File: src/rtl/alu_driver_if.sv
// Bundles the command, ALU and response channels of alu_driver.
// The master modport belongs to the environment; slave is the driver itself.
interface alu_driver_if #(
  parameter int ALU_WIDTH = 16,
  parameter int CNT_WIDTH = 8
);
  logic                 cmd_valid;
  logic                 cmd_ready;
  logic [1:0]           cmd_opcode;
  logic [ALU_WIDTH-1:0] cmd_a;
  logic [ALU_WIDTH-1:0] cmd_b;
  logic                 cmd_acc;
  logic                 cmd_clr;

  logic [ALU_WIDTH-1:0] alu_op1;
  logic [ALU_WIDTH-1:0] alu_op2;
  logic [1:0]           alu_opcode;
  logic [ALU_WIDTH-1:0] alu_result;

  logic                 rsp_valid;
  logic                 rsp_ready;
  logic [ALU_WIDTH-1:0] rsp_data;
  logic                 rsp_zero;
  logic [CNT_WIDTH-1:0] op_cnt;

  modport master (
    output cmd_valid, cmd_opcode, cmd_a, cmd_b, cmd_acc, cmd_clr,
    output alu_result, rsp_ready,
    input  cmd_ready, alu_op1, alu_op2, alu_opcode,
    input  rsp_valid, rsp_data, rsp_zero, op_cnt
  );

  modport slave (
    input  cmd_valid, cmd_opcode, cmd_a, cmd_b, cmd_acc, cmd_clr,
    input  alu_result, rsp_ready,
    output cmd_ready, alu_op1, alu_op2, alu_opcode,
    output rsp_valid, rsp_data, rsp_zero, op_cnt
  );
endinterface

File: src/rtl/alu_driver.sv
// Sequential initiator for a combinational ALU: registers operands on command accept,
// captures the ALU result one cycle later and returns it over a valid/ready response.
module alu_driver #(
  parameter int ALU_WIDTH = 16,
  parameter int CNT_WIDTH = 8
) (
  input  logic         clk,
  input  logic         rst,
  alu_driver_if.slave  bus
);

  typedef enum logic [1:0] {
    IDLE = 2'd0,
    EXEC = 2'd1,
    RESP = 2'd2
  } state_t;

  state_t               state_q, state_d;
  logic [ALU_WIDTH-1:0] alu_op1_q, alu_op1_d;
  logic [ALU_WIDTH-1:0] alu_op2_q, alu_op2_d;
  logic [1:0]           alu_opcode_q, alu_opcode_d;
  logic [ALU_WIDTH-1:0] rsp_data_q, rsp_data_d;
  logic                 rsp_zero_q, rsp_zero_d;
  logic                 rsp_valid_q, rsp_valid_d;
  logic [ALU_WIDTH-1:0] acc_q, acc_d;
  logic [CNT_WIDTH-1:0] op_cnt_q, op_cnt_d;

  logic cmd_ready;
  logic accept;
  logic rsp_fire;

  // A new command may be taken in the same cycle the pending response is consumed.
  assign cmd_ready = ~rst & ((state_q == IDLE) | ((state_q == RESP) & bus.rsp_ready));
  assign accept    = bus.cmd_valid & cmd_ready;
  assign rsp_fire  = (state_q == RESP) & bus.rsp_ready;

  always_comb begin
    state_d      = state_q;
    alu_op1_d    = alu_op1_q;
    alu_op2_d    = alu_op2_q;
    alu_opcode_d = alu_opcode_q;
    rsp_data_d   = rsp_data_q;
    rsp_zero_d   = rsp_zero_q;
    rsp_valid_d  = rsp_valid_q;
    acc_d        = acc_q;
    op_cnt_d     = op_cnt_q;

    case (state_q)
      IDLE: begin
        rsp_valid_d = 1'b0;
      end
      EXEC: begin
        rsp_data_d  = bus.alu_result;
        acc_d       = bus.alu_result;
        rsp_zero_d  = (bus.alu_result == '0);
        rsp_valid_d = 1'b1;
        state_d     = RESP;
      end
      RESP: begin
        if (rsp_fire) begin
          op_cnt_d    = op_cnt_q + 1'b1;
          rsp_valid_d = 1'b0;
          state_d     = IDLE;
        end
      end
      default: begin
        state_d     = IDLE;
        rsp_valid_d = 1'b0;
      end
    endcase

    // Accumulate mode with clear reads zero rather than the stale accumulator.
    if (accept) begin
      if (bus.cmd_acc) begin
        alu_op1_d = bus.cmd_clr ? '0 : acc_q;
      end else begin
        alu_op1_d = bus.cmd_a;
      end
      alu_op2_d    = bus.cmd_b;
      alu_opcode_d = bus.cmd_opcode;
      if (bus.cmd_clr) begin
        acc_d = '0;
      end
      state_d = EXEC;
    end
  end

  always_ff @(posedge clk) begin
    if (rst) begin
      state_q      <= IDLE;
      alu_op1_q    <= '0;
      alu_op2_q    <= '0;
      alu_opcode_q <= '0;
      rsp_data_q   <= '0;
      rsp_zero_q   <= 1'b0;
      rsp_valid_q  <= 1'b0;
      acc_q        <= '0;
      op_cnt_q     <= '0;
    end else begin
      state_q      <= state_d;
      alu_op1_q    <= alu_op1_d;
      alu_op2_q    <= alu_op2_d;
      alu_opcode_q <= alu_opcode_d;
      rsp_data_q   <= rsp_data_d;
      rsp_zero_q   <= rsp_zero_d;
      rsp_valid_q  <= rsp_valid_d;
      acc_q        <= acc_d;
      op_cnt_q     <= op_cnt_d;
    end
  end

  assign bus.cmd_ready  = cmd_ready;
  assign bus.alu_op1    = alu_op1_q;
  assign bus.alu_op2    = alu_op2_q;
  assign bus.alu_opcode = alu_opcode_q;
  assign bus.rsp_valid  = rsp_valid_q;
  assign bus.rsp_data   = rsp_data_q;
  assign bus.rsp_zero   = rsp_zero_q;
  assign bus.op_cnt     = op_cnt_q;

endmodule
File: src/flat_wrapper.sv
// flat-port wrapper written by rule: the top's interface ports become plain ports
module alu_driver_flat 
#(
  parameter int ALU_WIDTH = 16,
  parameter int CNT_WIDTH = 8
)
  (clk, rst, bus_cmd_valid, bus_cmd_opcode, bus_cmd_a, bus_cmd_b, bus_cmd_acc, bus_cmd_clr, bus_alu_result, bus_rsp_ready, bus_cmd_ready, bus_alu_op1, bus_alu_op2, bus_alu_opcode, bus_rsp_valid, bus_rsp_data, bus_rsp_zero, bus_op_cnt);
  alu_driver_if #(.ALU_WIDTH(ALU_WIDTH), .CNT_WIDTH(CNT_WIDTH)) bus_i ();
  input  logic clk;
  input  logic rst;
  input wire logic [$bits(bus_i.cmd_valid)-1:0] bus_cmd_valid;
  input wire logic [$bits(bus_i.cmd_opcode)-1:0] bus_cmd_opcode;
  input wire logic [$bits(bus_i.cmd_a)-1:0] bus_cmd_a;
  input wire logic [$bits(bus_i.cmd_b)-1:0] bus_cmd_b;
  input wire logic [$bits(bus_i.cmd_acc)-1:0] bus_cmd_acc;
  input wire logic [$bits(bus_i.cmd_clr)-1:0] bus_cmd_clr;
  input wire logic [$bits(bus_i.alu_result)-1:0] bus_alu_result;
  input wire logic [$bits(bus_i.rsp_ready)-1:0] bus_rsp_ready;
  output wire logic [$bits(bus_i.cmd_ready)-1:0] bus_cmd_ready;
  output wire logic [$bits(bus_i.alu_op1)-1:0] bus_alu_op1;
  output wire logic [$bits(bus_i.alu_op2)-1:0] bus_alu_op2;
  output wire logic [$bits(bus_i.alu_opcode)-1:0] bus_alu_opcode;
  output wire logic [$bits(bus_i.rsp_valid)-1:0] bus_rsp_valid;
  output wire logic [$bits(bus_i.rsp_data)-1:0] bus_rsp_data;
  output wire logic [$bits(bus_i.rsp_zero)-1:0] bus_rsp_zero;
  output wire logic [$bits(bus_i.op_cnt)-1:0] bus_op_cnt;
  assign bus_i.cmd_valid = bus_cmd_valid;
  assign bus_i.cmd_opcode = bus_cmd_opcode;
  assign bus_i.cmd_a = bus_cmd_a;
  assign bus_i.cmd_b = bus_cmd_b;
  assign bus_i.cmd_acc = bus_cmd_acc;
  assign bus_i.cmd_clr = bus_cmd_clr;
  assign bus_i.alu_result = bus_alu_result;
  assign bus_i.rsp_ready = bus_rsp_ready;
  assign bus_cmd_ready = bus_i.cmd_ready;
  assign bus_alu_op1 = bus_i.alu_op1;
  assign bus_alu_op2 = bus_i.alu_op2;
  assign bus_alu_opcode = bus_i.alu_opcode;
  assign bus_rsp_valid = bus_i.rsp_valid;
  assign bus_rsp_data = bus_i.rsp_data;
  assign bus_rsp_zero = bus_i.rsp_zero;
  assign bus_op_cnt = bus_i.op_cnt;
  alu_driver #(.ALU_WIDTH(ALU_WIDTH), .CNT_WIDTH(CNT_WIDTH)) u_core (.clk(clk), .rst(rst), .bus(bus_i));
endmodule
File: config.mk
export PLATFORM = sky130hd
export DESIGN_NAME = alu_driver_flat
export DESIGN_NICKNAME = d
export VERILOG_FILES = /design/src/rtl/alu_driver_if.sv /design/src/rtl/alu_driver.sv /design/src/flat_wrapper.sv
export SDC_FILE = /design/constraint.sdc
export NUM_CORES = 1
export LEC_CHECK = 0
export BUFFER_PORTS_ARGS = -buffer_cell sky130_fd_sc_hd__buf_2
export CAP_MARGIN = 10
export CELL_PAD_IN_SITES_DETAIL_PLACEMENT = 1
export CELL_PAD_IN_SITES_GLOBAL_PLACEMENT = 2
export CORE_MARGIN = 10
export CORE_UTILIZATION = 30
export DETAILED_ROUTE_END_ITERATION = 10
export GPL_ROUTABILITY_DRIVEN = 1
export PLACE_DENSITY = 0.86
export SYNTH_ARGS = -nofsm -noshare
export SYNTH_HDL_FRONTEND = slang
export SYNTH_SLANG_ARGS = --single-unit
File: constraint.sdc
create_clock -name clk -period 2 [get_ports clk]
set_input_delay 0.4 -clock clk [delete_from_list [all_inputs] [get_ports clk]]
set_output_delay 0.4 -clock clk [all_outputs]
set_load 0.02 [all_outputs]
=== Word level (Yosys, flattened, before mapping) ===
Cells that the tools add are included.

* Reductions and logical operators: 6
* Add/subtract/negate cells: 1
* Bitwise gates (word level): 6
* Equality and inequality tests: 5
* Mux-type cells: 10

{| class="wikitable"
|+ Operator list
! operator !! count
|-
| two-way mux 16 bit || 5
|-
| zero test 16 bit || 1
|-
| adder 8 x 1 -> 8 bit, second input constant || 1
|-
| one-hot mux 2 bit (3 select lines) || 1
|-
| AND reduction 2 bit || 3
|-
| inequality test 2 x 1 -> 1 bit, second input constant || 2
|-
| AND 1 bit || 3
|-
| inequality test 3 x 1 -> 1 bit, second input constant || 1
|-
| equality test 2 x 1 -> 1 bit, second input constant || 1
|-
| equality test 2 bit, second input constant || 1
|-
| zero test 2 bit || 1
|-
| two-way mux 1 bit || 2
|-
| two-way mux 2 bit || 1
|-
| inverter 1 bit || 2
|-
| one-hot mux 1 bit (2 select lines) || 1
|-
| OR reduction 2 bit || 1
|-
| OR 1 bit || 1
|}

* Register bits after elaboration: 78
* Logic and storage cells: 38
* Bits of input ports: 56

=== Depth between registers and ports, before layout ===
Gate-level depths: netlist of run 1.

* Depth after elaboration: 7
* Mapped depth: 5
* Depth with buffers taken out: 4

=== Worst setup path after synthesis of run 1 ===
No wires, ideal clock.

* Kind: input to output
* Start: input bus_rsp_ready
* End: output bus_cmd_ready
* Arrival: 1.332 ns
* Data required time: 1.600 ns
* Path buffers: 2
* Path slack: 0.268 ns
* Cell stages on the path: 4
* Cells stage by stage: and2b_1 > buf_6 > buf_6 > nor3_1

* Cells in the longest elaborated chain, start to end: 3

{| class="wikitable"
|+ Ends and longest elaborated chain
! item !! line !! text
|-
| start, declared || flat_wrapper.sv:18 || <nowiki>input wire logic [$bits(bus_i.rsp_ready)-1:0] bus_rsp_ready;</nowiki>
|-
| AND 1 bit || alu_driver.sv:33 || <nowiki>assign cmd_ready = ~rst & ((state_q == IDLE) | ((state_q == RESP) & bus.rsp_ready));</nowiki>
|-
| OR 1 bit || alu_driver.sv:33 ||
|-
| AND 1 bit || alu_driver.sv:33 ||
|-
| end, declared || flat_wrapper.sv:19 || <nowiki>output wire logic [$bits(bus_i.cmd_ready)-1:0] bus_cmd_ready;</nowiki>
|}

No other way between the ends.

=== Worst setup path in the final report of run 1 ===
* Start: register u_core.state_q[1]
* End: output bus_cmd_ready

* Cells in the longest elaborated chain, start to end: 4
* Elaborated cells on any way between the ends: 5

{| class="wikitable"
|+ Ends and longest elaborated chain
! item !! line !! text
|-
| start, declared || alu_driver.sv:18 || <nowiki>state_t state_q, state_d;</nowiki>
|-
| start signal, assigned || alu_driver.sv:100 || <nowiki>state_q <= state_d;</nowiki>
|-
| equality test 2 bit || alu_driver.sv:33 ||
|-
| AND 1 bit || alu_driver.sv:33 ||
|-
| OR 1 bit (*) || alu_driver.sv:33 ||
|-
| AND 1 bit (*) || alu_driver.sv:33 ||
|}

Every way passes the cells marked *; elsewhere a longest branch is shown, timed or not.

==> results of run 1 <==
[worst min-delay path by stage]
stage | startpoint | to | slack [ps] | depth (start not counted)
after detailed placement | u_core.bus.rsp_data[10] | u_core.bus.rsp_data[10] | 450 | 2
final | bus_cmd_b[10] | u_core.bus.alu_op2[10] | 300 | 3
after global routing | bus_cmd_opcode[0] | u_core.bus.alu_opcode[0] | 290 | 3
after floorplan | u_core.acc_q[0] | u_core.acc_q[0] | 440 | 2
after CTS | bus_cmd_opcode[0] | u_core.bus.alu_opcode[0] | 290 | 3
after global placement | u_core.bus.rsp_data[9] | u_core.bus.rsp_data[9] | 440 | 2
[worst register-to-register path: cells and delay by family (launching register included)]
kind	cells	cell delay, ps
and+or+nand+nor	2	710
adders and majority gates	1	200
AOI/OAI and AO/OA	1	140
DFF	1	400
[report_power, final]
| group | total, mW | internal [mW] | leakage, nW | switching, mW |
|---|---|---|---|---|
| Combinational | 0.470 | 0.171 | 0.939 | 0.299 |
| Clock | 1.36 | 0.804 | 0.120 | 0.552 |
| Sequential | 1.66 | 1.62 | 0.636 | 0.0403 |
| Total | 3.49 | 2.60 | 1.69 | 0.891 |
[flip-flops by register name, summed over array words and instances, names as in the netlist]
signal	flops
u_core.bus.rsp_data	16
u_core.state_q	2
u_core.bus.alu_opcode	2
u_core.bus.rsp_valid	1
u_core.bus.rsp_zero	1
u_core.bus.op_cnt	8
u_core.acc_q	16
u_core.bus.alu_op1	16
u_core.bus.alu_op2	16
[routing by layer]
metal  vias up  track usage
met2        71        0.227
li1       1537            -
met1      1485        0.164
met3        16       0.0456
met4         0       0.0604
met5         -            0
[cell usage in the layout (no fill, tap or decap), types with 3 or more instances in the layout]
cell,count
sky130_fd_sc_hd__nand3b_1,16
sky130_fd_sc_hd__clkbuf_8,12
sky130_fd_sc_hd__nor4_1,3
sky130_fd_sc_hd__buf_2,116
sky130_fd_sc_hd__o31ai_1,20
sky130_fd_sc_hd__a21oi_1,56
sky130_fd_sc_hd__nor2_1,3
sky130_fd_sc_hd__nand2_1,50
sky130_fd_sc_hd__nand4_1,20
sky130_fd_sc_hd__o21ai_0,3
sky130_fd_sc_hd__nand2b_1,19
sky130_fd_sc_hd__or4_1,3
sky130_fd_sc_hd__dfxtp_1,78
sky130_fd_sc_hd__or3_1,3
sky130_fd_sc_hd__buf_4,13
sky130_fd_sc_hd__a311oi_1,16
sky130_fd_sc_hd__a31oi_1,16
[logic make-up (layout without fill, tap and decap cells)]
group | count (synthesis) | in the layout | synth area share
and+or+nand+nor | 128 | 128 | 0.224
AOI/OAI and AO/OA | 114 | 114 | 0.222
DFF | 78 | 78 | 0.486
buffers and inverters | 37 | 146 | 0.0561
xor gates and xnor gates | 2 | 2 | 0.00545
adders and majority gates | 1 | 1 | 0.00389
muxes | 1 | 1 | 0.00312
[final cells by class]
cell class	instances	area [um^2]	area share
clock buffers	13	169	0.0410
inverters	1	3.75	0.000911
repair buffers	129	678	0.165
multi-input cells	246	1470	0.357
flip-flops and latches	78	1560	0.379
clock inverters	3	65.1	0.0158
well taps	136	170	0.0413
[stage by stage]
stage,cells,cell area (um^2)
final,606,4120
after global routing,606,4120
after CTS,606,4120
after detailed placement,590,3890
after global placement,590,3890
after floorplan,361,3210
==> flow_summary.toml, run 1 <==
[power_and_ir_drop]
vdd.ir_drop.worst_v = 0.000287
pwr_density_cell_nw_per_um2 = 847
post-layout-total-power_mw = 3.49
leakagePower_nw = 1.69

[worst_setup_path]
cp_data_arrival_time_ps = 1430
regToRegSetupSlack_ps = 500
reg2reg_depth = 4
crit_slowest_cell = "sky130_fd_sc_hd__dfxtp_1"
worst-setup-path-type = "flip-flop to primary output"
critPathCapture = "bus_cmd_ready"
endpoint_kind = "primary output"
worstReg2RegStart = "u_core.bus.op_cnt[1]"
timing.critical_path.slowest_cell_delay_ps = 380
path_buf_inv = 1
path_cells = "and2b_1, nor3_1, buf_2"
critical_path_depth = 3
critPathLaunch = "u_core.state_q[1]"
worst-endpoint-required_ps = 1600
worstReg2RegEnd = "u_core.bus.op_cnt[6]"
worst-path-max-fanout = 7
start_kind = "flip-flop"
worst_path_dominant_cell_family = "simple AND/OR/NAND/NOR gates"

[timing]
finalSetupViolations = 0
timing_max_transition_violations_final = 0
post-route-period-util = 0.917
headroom_to_the_max_slew_limit = 0.677
final_period_minus_worst_setup_slack_ps = 1830
setup_total_negative_slack_ps = 0
final-hold-violation-count = 0
timing.fmax_mhz = 545
clock_skew_ps = 10.5
timing.hold.ws_ps = 303
tightestPinTransition_ps = 485
timing.final.ws_setup_ps = 166
grt_setup_unrepaired = "false"

[flow_run]
max_cap_violations = 0

[synthesis]
synth_enable_flop_cells = 0
synth.cells.most_frequent = "sky130_fd_sc_hd__dfxtp_1 (78), sky130_fd_sc_hd__a21oi_1 (56), sky130_fd_sc_hd__nand2_1 (50)"
synth_ff_type = "sky130_fd_sc_hd__dfxtp_1"
synth.net_count = 418
synthArstFlopShare = 0
synth.top_cells.by_area = "sky130_fd_sc_hd__dfxtp_1 (49%), sky130_fd_sc_hd__a21oi_1 (8.7%), sky130_fd_sc_hd__nand2_1 (5.8%), sky130_fd_sc_hd__o31ai_1 (4.7%), sky130_fd_sc_hd__a311oi_1 (4.4%)"
synthDistinctLibCells = 35
ys_warn_count = 0
post_synth.cell_area_avg_um2 = 8.90
sequential_fraction_of_the_synthesis_area = 0.486
synth_top_area_cell = "sky130_fd_sc_hd__dfxtp_1"
synth-seq-cells = 78
yosysMostFrequentCell = "sky130_fd_sc_hd__dfxtp_1"
syn_inst = 361
netlist.area_leader.share = 0.486
synth.cell_area_um2 = 3210

[clock_tree]
clkLatencyLatePin_ps = 340
post_cts_buffers = 0
number_of_clock_sinks = 78
cts.reportedPaths.clkPinSlew_ps = 80
cts-resized-gates = 0
cts_tree = "yes"
cts_hold_buffers = 0
cts-root-to-sink-buffers = 2
clock_tree.root_cell = "sky130_fd_sc_hd__clkbuf_8"
cts_made_buffers = 9
htree_levels = 3

[finish]
post-route-util = 0.397
antenna_cells = 0
fill_count = 1254
area_delta_synth_final_pct = 28.3
final_net_count = 522
final_layout_size_suffix_gt1_frac = 0.317

[global_routing]
grt_pass1_wl_um = 16800
grt_start_max_net_pins = 38
antenna_violations_before_repair = 0
all_layer_global_routing_usage = 0.139
grt_pass1_vias = 3265
grt_overflow_total = 0

[drt]
drt_pre_antenna_iters = 4
maxUsedRoutingLayer = "met4"
route.layer.met1.wl_um = 4700
post_drt_via_cell_ratio = 5.13
wl_met3_um = 744
remaining_drc_errors = 0
route.met2.wl_um = 5200
drtIter0Drc = 242
wl_um = 10900
postRouteAntennaNets = 0
total_number_of_vias = 3109
wire_length_per_cell_after_detailed_routing_um = 17.9

[outcome]
outcome = "finished clean"

[floorplan]
floorplan.die.width_um = 123
placement_rows = 37
die-height_um = 123
fp.dieArea_um2 = 15200
placeableCoreArea_um2 = 10400
floorplan.initialDensity = 0.310
i_o_pin_count = 117

[placement]
routabilityCongestion = 0.743
place.port_buffers = 116
place_hpwl_um = 8250
preCtsSetupSlack_ps = 373

[hold_path]
timing.hold.worst.class = "input pin to flip-flop"
No activity file was read; power rests on OpenSTA's default activity.
==> run 2, diff against run 1 <==
- SETUP_SLACK_MARGIN: not set -> 0.2
==> flow_summary.toml, run 2 (synthesis results as in run 1) <==
[power_and_ir_drop]
pwr-share-clk = 0.388
p_sw_frac = 0.255
switching_power_mw = 0.891
pwr_density_cell_nw_per_um2 = 845
pwr-share-seq = 0.477
power_report.internal_total_mw = 2.60
vdd.ir_drop.worst_v = 0.000287
leakagePower_nw = 1.70
share_comb_of_total_power = 0.135

[floorplan]
fp.dieArea_um2 = 15200
i_o_pin_count = 117
placeableCoreArea_um2 = 10400
floorplan.die.width_um = 123
floorplan.initialDensity = 0.310
die-height_um = 123
placement_rows = 37

[clock_tree]
cts_hold_buffers = 0
cts.reportedPaths.clkPinSlew_ps = 80
clkLatencyLatePin_ps = 340
cts_tree = "yes"
htree_levels = 3
number_of_clock_sinks = 78
clock_tree.root_cell = "sky130_fd_sc_hd__clkbuf_8"
cts_made_buffers = 9
cts-root-to-sink-buffers = 2
post_cts_buffers = 0

[global_routing]
all_layer_global_routing_usage = 0.140
antenna_violations_before_repair = 0
grt_start_max_net_pins = 38
grt_overflow_total = 0
grt_pass1_wl_um = 16900
grt_pass1_vias = 3262

[placement]
preCtsSetupSlack_ps = 373
place_hpwl_um = 8250
routabilityCongestion = 0.743
place.port_buffers = 116
dpl.cell_count = 590

[worst_setup_path]
timing.critical_path.slowest_cell_delay_ps = 360
worst-setup-path-type = "flip-flop to primary output"
worst-path-max-fanout = 7
path_buf_inv = 1
path_cells = "and2b_2, nor3_2, buf_4"
worst-endpoint-required_ps = 1600
cp_data_arrival_time_ps = 1310
worst_path_dominant_cell_family = "simple AND/OR/NAND/NOR gates"
endpoint_kind = "primary output"
start_kind = "flip-flop"
crit_slowest_cell = "sky130_fd_sc_hd__dfxtp_2"

[drt]
wl_um = 10900
postRouteAntennaNets = 0
drt_pre_antenna_iters = 4
total_number_of_vias = 3128
post_drt_via_cell_ratio = 5.16
drtIter0Drc = 253
wire_length_per_cell_after_detailed_routing_um = 18.0
remaining_drc_errors = 0

[finish]
final_cell_mix = "sky130_fd_sc_hd__buf_2 (115), sky130_fd_sc_hd__dfxtp_1 (77), sky130_fd_sc_hd__a21oi_1 (56), sky130_fd_sc_hd__nand2_1 (50)"
area_delta_synth_final_pct = 28.6
finalNonFillerCells = 606
antenna_cells = 0
final_layout_size_suffix_gt1_frac = 0.323
layout_commonest_cell = "sky130_fd_sc_hd__buf_2"
fill_count = 1252
final_net_count = 522

[timing]
timing.fmax_mhz = 584
grt_setup_unrepaired = "false"
headroom_to_the_max_slew_limit = 0.675
timing.final.ws_setup_ps = 287
tightestPinTransition_ps = 488
finalSetupViolations = 0
clock_skew_ps = 10.5
setup_total_negative_slack_ps = 0
timing_max_transition_violations_final = 0
final-hold-violation-count = 0
post-route-period-util = 0.857
final_period_minus_worst_setup_slack_ps = 1710

[flow_run]
max_cap_violations = 0

[outcome]
outcome = "finished clean"

[hold_path]
timing.hold.worst.class = "input pin to flip-flop"
run 2: area by class of cell:
type / instances / area [um^2] / area share
clock buffers: 13 / 169 / 0.0409
clock inverters: 3 / 65.1 / 0.0158
inverters: 1 / 3.75 / 0.000909
multi-input cells: 246 / 1480 / 0.358
flip-flops and latches: 78 / 1560 / 0.378
well taps: 136 / 170 / 0.0412
repair buffers: 129 / 681 / 0.165
run 2: tightest hold or removal path: cells and delay by family:
family                 cells  cell delay [ps]
buffers and inverters      1              100
and+or+nand+nor            1               60
AOI/OAI and AO/OA          1               50
run 2: metrics by stage:
| stage | utilization | power, mW | area, um^2 | hold slack [ps] |
|---|---|---|---|---|
| after CTS | 0.398 | 3.54 | 4130 | 289 |
| after global routing | 0.398 | 3.65 | 4130 | 293 |
| after detailed placement | 0.375 | 2.18 | 3890 | 451 |
| after global placement | 0.375 | 2.16 | 3890 | 444 |
| after floorplan | - | 1.98 | 3210 | 436 |
| final | 0.398 | 3.49 | 4130 | 305 |
run 2: power groups by stage:
stage,combinational [mW],sequential (mW),clock [mW]
floorplan,0.221,1.76,0
global placement,0.466,1.70,0
detailed placement,0.476,1.70,0
CTS,0.478,1.66,1.40
global route,0.520,1.67,1.46
finish,0.473,1.66,1.35
run 2: final timing paths:
| path | startpoint | end | slack (ps) | depth (start not counted) |
|---|---|---|---|---|
| worst max-delay path | u_core.state_q[1] | bus_cmd_ready | 290 | 3 |
| worst min-delay path | bus_cmd_b[10] | u_core.bus.alu_op2[10] | 300 | 3 |
| worst max register to register | u_core.state_q[0] | u_core.bus.alu_op1[11] | 500 | 4 |
| worst min register to register | u_core.bus.rsp_data[10] | u_core.bus.rsp_data[10] | 460 | 2 |
run 2: per-layer routing:
metal,global-route usage,part of all wire,up-vias
li1,-,-,1539
met1,0.165,0.43,1499
met2,0.227,0.48,76
met3,0.0456,0.070,14
met4,0.0604,0.019,0
met5,0,0,-
run 2: timing repair:
item | CTS | global route
setup endpoints to repair | 1 | 1
resized for setup | 1 | 3
gates cloned | 0 | 0
